==> config.mk <==
export PLATFORM = sky130hd
export DESIGN_NAME = seg7_reader
export DESIGN_NICKNAME = d
export VERILOG_FILES = /design/src/rtl/seg7_reader.sv
export SDC_FILE = /design/constraint.sdc
export NUM_CORES = 1
export LEC_CHECK = 0
export BUFFER_PORTS_ARGS = -buffer_cell sky130_fd_sc_hd__buf_4
export CAP_MARGIN = 20
export CORE_ASPECT_RATIO = 1.1
export CORE_MARGIN = 2
export CORE_UTILIZATION = 62
export CTS_BUF_LIST = sky130_fd_sc_hd__clkbuf_16
export DETAILED_ROUTE_END_ITERATION = 10
export HOLD_SLACK_MARGIN = 0.08
export PLACE_DENSITY = 0.8
export SLEW_MARGIN = 10
export SYNTH_ARGS = -nofsm -noshare
export SYNTH_HDL_FRONTEND = slang
export SYNTH_SLANG_ARGS = --single-unit
==> constraint.sdc <==
create_clock -name clk -period 4.2 [get_ports clk]
set_clock_uncertainty 0.15 [all_clocks]
set_input_delay 0.84 -clock clk [delete_from_list [all_inputs] [get_ports clk]]
set_output_delay 0.84 -clock clk [all_outputs]
set_load 0.03 [all_outputs]
==> src/rtl/seg7_reader.sv <==
// Recovers 0-19 from an active-low 7-segment bus: strobed samples must hold for
// STABLE_CYCLES in a row; each accepted pattern is decoded once into a one-entry valid/ready buffer.
module seg7_reader #(
    parameter int unsigned STABLE_CYCLES = 4
) (
    input  logic       clk,
    input  logic       reset_n,
    input  logic [6:0] Segments,
    input  logic       seg_strobe,
    output logic [4:0] binNum,
    output logic       blank,
    output logic       invalid,
    output logic       num_valid,
    input  logic       num_ready,
    output logic       overflow
);

    typedef enum logic [1:0] {
        IDLE,
        TRACK,
        LOCKED
    } state_t;

    typedef struct packed {
        logic [4:0] num;
        logic       blank;
        logic       invalid;
    } decode_t;

    localparam logic [3:0] STABLE    = 4'(STABLE_CYCLES);
    localparam logic [6:0] SEG_BLANK = 7'b1111111;

    state_t     state, state_next;
    logic [6:0] prev, prev_next;
    logic [3:0] count, count_next;
    logic       accept;
    decode_t    dec;

    function automatic decode_t decode(input logic [6:0] seg);
        decode_t d;
        d = '{num: 5'd31, blank: 1'b0, invalid: 1'b0};
        case (seg)
            7'b1000000: d.num = 5'd0;
            7'b1111001: d.num = 5'd1;
            7'b0100100: d.num = 5'd2;
            7'b0110000: d.num = 5'd3;
            7'b0011001: d.num = 5'd4;
            7'b0010010: d.num = 5'd5;
            7'b0000010: d.num = 5'd6;
            7'b1111000: d.num = 5'd7;
            7'b0000000: d.num = 5'd8;
            7'b0010000: d.num = 5'd9;
            7'b0001000: d.num = 5'd10;
            7'b0000011: d.num = 5'd11;
            7'b1000110: d.num = 5'd12;
            7'b0100001: d.num = 5'd13;
            7'b0000110: d.num = 5'd14;
            7'b0001110: d.num = 5'd15;
            7'b1000010: d.num = 5'd16;
            7'b0001001: d.num = 5'd17;
            7'b1100001: d.num = 5'd18;
            7'b1000111: d.num = 5'd19;
            SEG_BLANK:  d.blank = 1'b1;
            default:    d.invalid = 1'b1;
        endcase
        return d;
    endfunction

    // NOTE: every signal written here gets a default first, so no path can infer a latch.
    always_comb begin
        state_next = state;
        prev_next  = prev;
        count_next = count;
        accept     = 1'b0;
        if (seg_strobe) begin
            case (state)
                IDLE: begin
                    prev_next  = Segments;
                    count_next = 4'd1;
                    state_next = TRACK;
                end
                TRACK: begin
                    if (Segments == prev) begin
                        if (count != 4'hF) count_next = count + 4'd1;
                    end else begin
                        prev_next  = Segments;
                        count_next = 4'd1;
                    end
                end
                LOCKED: begin
                    if (Segments != prev) begin
                        prev_next  = Segments;
                        count_next = 4'd1;
                        state_next = TRACK;
                    end
                end
                default: state_next = IDLE;
            endcase
            // Checked after the update so a run of one accepts on its first sample.
            if (state_next == TRACK && count_next == STABLE) begin
                accept     = 1'b1;
                state_next = LOCKED;
            end
        end
    end

    assign dec = decode(Segments);

    // NOTE: sequential state uses non-blocking assignments so every register samples pre-edge values.
    always_ff @(posedge clk or negedge reset_n) begin
        if (!reset_n) begin
            state <= IDLE;
            prev  <= SEG_BLANK;
            count <= 4'd0;
        end else begin
            state <= state_next;
            prev  <= prev_next;
            count <= count_next;
        end
    end

    always_ff @(posedge clk or negedge reset_n) begin
        if (!reset_n) begin
            binNum    <= 5'd31;
            blank     <= 1'b0;
            invalid   <= 1'b0;
            num_valid <= 1'b0;
            overflow  <= 1'b0;
        end else begin
            overflow <= 1'b0;
            if (accept) begin
                // A handshake this cycle frees the slot, so the new result loads without a bubble.
                if (!num_valid || num_ready) begin
                    binNum    <= dec.num;
                    blank     <= dec.blank;
                    invalid   <= dec.invalid;
                    num_valid <= 1'b1;
                end else begin
                    overflow <= 1'b1;
                end
            end else if (num_valid && num_ready) begin
                num_valid <= 1'b0;
            end
        end
    end

endmodule

# Word level (Yosys, flattened, before mapping)
# Cells that the tools add are included.
# classes
addsub,1
multipliers,0
div_mod_pow,0
order_cmp,0
n_eq_ne,30
shifts,0
n_mux,22
bitwise_logic,0
n_reduce_logical,12
# ops
cell,n
case mux 5 bit (20 select lines),1
"equality test 7 bit, second input constant",8
"equality test 7 x 4 -> 1 bit, second input constant",3
"equality test 7 x 5 -> 1 bit, second input constant",3
"equality test 7 x 6 -> 1 bit, second input constant",3
case mux 7 bit (3 select lines),1
OR reduction 21 bit,1
2-to-1 mux 4 bit,4
"equality test 7 x 2 -> 1 bit, second input constant",2
2-to-1 mux 7 bit,2
case mux 4 bit (3 select lines),1
2-to-1 mux 1 bit,9
"equality test 7 x 3 -> 1 bit, second input constant",1
equality test 7 bit,1
zero test 7 bit,1
inequality test 7 bit,1
2-to-1 mux 2 bit,3
case mux 2 bit (3 select lines),1
"adder 4 x 1 -> 4 bit, second input constant",1
"equality test 2 x 1 -> 1 bit, second input constant",2
"equality test 4 x 3 -> 1 bit, second input constant",1
"inequality test 2 bit, second input constant",2
"inequality test 4 bit, second input constant",1
AND reduction 2 bit,2
other kinds (9),10
# totals
register_bits,22
latchBits,0
mem_bits_rw,0
mem_bits_ro,0
output_inout_bits,9
wordCells,73
memories,0

# Depth between registers and ports, before layout
# depth
ltp_word,11
mapped_depth,8
mapped_depth_nobuf,7

# Least setup slack after synthesis
# OpenSTA, ideal clock, no wires.
# synth_timing
kind,input-to-reg
startpoint,input Segments[4]
endpoint,register blank
t_arrival_ns,2.455
required_time_ns,3.925
slack_ns,1.471
stages,6
n_path_buf,1
path_cell_list,clkbuf_1 xnor2_1 nand4_1 or4b_4 nor4b_4 mux2_2
# synth_via
elab_chain_cells,9
word_cells_on_any_way,17
classes_between,eq/ne (5); mux (10); reduce/logical (2)
# synth_rtl
element,line_no,source
from (decl),8,"input logic [6:0] Segments,"
inequality test 7 bit / equality test 7 bit (equally long branches),"91, 83",
"2-to-1 mux 4 bit, or another cell as far along",91,if (Segments != prev) begin
case mux 4 bit (3 select lines) / case mux 2 bit (3 select lines) (equally long branches),76,case (state)
2-to-1 mux 4 bit / 2-to-1 mux 2 bit (equally long branches),75,if (seg_strobe) begin
equality test 4 x 3 -> 1 bit / equality test 2 x 1 -> 1 bit (equally long branches),100,if (state_next == TRACK && count_next == STABLE) begin
logical AND 1 bit,100,
2-to-1 mux 1 bit,100,
2-to-1 mux 1 bit,75,
AND reduction 2 bit (no source line),n/a,
to (signal assigned),135,blank <= dec.blank;
to (decl),11,"output logic blank,"
# Several ways; a longest one is shown, not always the timed one. The select of a mux whose other input is x is not followed.
# A chain may end at the register's enable or synchronous reset.

# Worst setup path after layout
# Same ends and word-level chain as after synthesis.

==> metrics.cfg <==
[outcome]
status = finished clean

[sta]
maxSlewHeadroom_pct = 60.01
finalMaxSlewViolations = 0
period_minus_slack_ns = 2.830
rsz0062_at_grt = no
hold_viol_final = 0
setup_tns_ns = 0
tightest_slew_ns = 0.5973
holdWs_ns = 0.3129
fin_crit_sh_pct = 67.37
fin_ws_ns = 1.370
setup_viol = 0
max_freq_ghz = 0.3534

[setup_path]
worstSetupPathType = in2reg
cp_num_buf_inv = 1
slowest_delay_ns = 0.54
start_kind = input port
cp.required_ns = 4.19
cp_cell_sequence = buf_4 > xnor2_1 > nand4_1 > or4b_4 > nor4b_4 > mux2_2
crit_arrival_ns = 2.82
critPathMaxFanout = 16
end_kind = register
r2r_slack_ns = 1.63
critPathTopFamily = simple AND/OR/NAND/NOR gates
crit_slowest_cell = nor4b_4
r2r-start = prev[4]
startpoint = Segments[4]

[synth]
synth_seq_area_share_pct = 34.04
synth_ff_type = dfstp_2
synth_cells = 204
synth_most_common_cell = nand2_1
synthArstFlopShare_pct = 100.0
synth_top_area_cell = dfstp_2
syn_avg_cell_area_um2 = 8.145
synth-edff-count = 0
synth_common_cells = 22 x nand2_1, 17 x nor2_1, 16 x o21ai_0
synth.cell_area_mm2 = 0.001662
netlist.area_leader.share_pct = 18.98
ys_types = 42
syn-num-nets = 216
synth_seq_cells = 22
ys_top_cells_by_area = dfstp_2 19%, dfrtp_1 15%, mux2_2 5.4%
ys_warn_count = 0

[clocking]
cts.sinks = 22
cts_made_buffers = 3
worstSkewPairLatency_ns = 0.25
clock_path_buffers = 2
root_buffer = clkbuf_16
cts-htree-levels = 1
hold_buffers = 0
post-cts-setup-buffers = 0
cts_resized = 0
cts_tree = built
path_clk_slew_ns = 0.06

[routing]
via_per_inst = 6.184
drt_iter0_drc = 73
remaining_drc_errors = 0
vias = 1509
drtAntennaViolNets = 0
avgRoutedWirePerCell_um = 16.57
routed_wl_mm = 4.043
drt_pass1_iterations = 5

[power]
powerDensity_mw_per_mm2 = 278.1
swShare_pct = 24.93
clkPwrFrac_pct = 38.4
power.net_switching_uw = 129.0
p_seq_share_pct = 44.7
ir_drop_uv = 222.6
p_leak_uw = 0.0007675
share_comb_of_total_power_pct = 16.9
internal-power_uw = 388.4

[die]
std_cell_rows = 19
start_util_pct = 65.94
chipHeight_um = 58.30
io_pins = 20
chipWidth_um = 53.36
die_area_mm2 = 0.003111
core-area_mm2 = 0.002520

[place]
pre_cts_slack_ns = 1.113
port_buffers = 19
hpwlAfterDp_mm = 2.861
routabilityCongestion = 0.8782
dp.cells = 240

[global_route]
grt.met3_usage_pct = 3.807
grt_pass1_vias = 1505
use_met2_pct = 52.91
grt_max_degree = 23
grt_pass1_wl_mm = 6.568
grt.overflow.total = 0
grt_usage_pct = 28.49
top_usage_layer = met2
grt_use_met1_pct = 31.95
antenna_found_initial = 0

[finish]
final_nets = 226
antenna-diode-count = 0
syn_to_final_growth_pct = 11.97
layoutNonFillerInstCount = 244
final_layout_size_suffix_gt1_share_pct = 21.60
fin_util_pct = 73.83

[run]
drv_cap = 0

[worst_hold_path]
hold_path_class = in2async

==> power groups by stage <==
stage | sequential, uW | clock, uW | combinational [uW]
after floorplan | 233 | 0 | 62.9
after global placement | 234 | 0 | 82.7
after detailed placement | 235 | 0 | 85.7
after CTS | 231 | 200 | 87.0
after global routing | 232 | 210 | 97.3
final | 231 | 199 | 87.3
==> cell usage in the layout (no fill, tap or decap), drive strengths merged, types with 8 or more instances in the layout <==
| cell | instances |
|---|---|
| nand2 | 22 |
| buf | 19 |
| nor2 | 17 |
| o21ai | 16 |
| a21oi | 15 |
| dfstp | 12 |
| dfrtp | 10 |
| xnor2 | 8 |
| nand3 | 8 |
| mux2 | 8 |
==> area by class of cell <==
| cell class | instances | area [um2] |
|---|---|---|
| Clock buffer | 3 | 75.07 |
| Clock inverter | 1 | 3.754 |
| Fill cell | 189 | 659.4 |
| Inverter | 7 | 26.28 |
| Multi-Input combinational cell | 161 | 1008 |
| Sequential cell | 22 | 565.5 |
| Tap cell | 31 | 38.79 |
| Timing Repair Buffer | 19 | 142.6 |
==> registers in the layout, summed over array words and instances, names as in the netlist <==
| signal | count |
|---|---|
| blank | 1 |
| state | 2 |
| num_valid | 1 |
| invalid | 1 |
| count | 4 |
| overflow | 1 |
| prev | 7 |
| binNum | 5 |
==> final timing paths <==
check	endpoint	cells after the start
setup / recovery	blank	6
hold / removal	state[0]	1
setup reg to reg	blank	5
hold reg to reg	binNum[2]	2
max in group asynchronous	binNum[4]	1
min in group clk	binNum[2]	2
==> cell families after synthesis <==
logic type	synth area share (%)
muxes	5.422
and+or+nand+nor	31.48
DFF	34.04
AOI/OAI and AO/OA	18.30
adders and majority gates	0.7529
xor gates and xnor gates	4.744
buffers and inverters	5.271
==> worst reg2reg max path, cell delays in order, from the launching register on <==
cell,delay [ns]
dfstp_2,0.54
xnor2_1,0.12
nand4_1,0.17
or4b_4,0.53
nor4b_4,0.54
mux2_2,0.40
==> per-stage QoR <==
stage | total power [uW] | cell area (um2)
detailed placement | 320.3 | 1782
global route | 539.2 | 1861
CTS | 517.9 | 1861
global placement | 316.7 | 1782
floorplan | 295.7 | 1662
finish | 517.4 | 1861
==> per-layer routing <==
layer / vias up / wire length [um]
met5: - / 0
met4: 0 / 82
met3: 10 / 115
met2: 32 / 2163
met1: 720 / 1681
li1: 747 / -
Note: power is estimated with default switching activity, not from simulation.
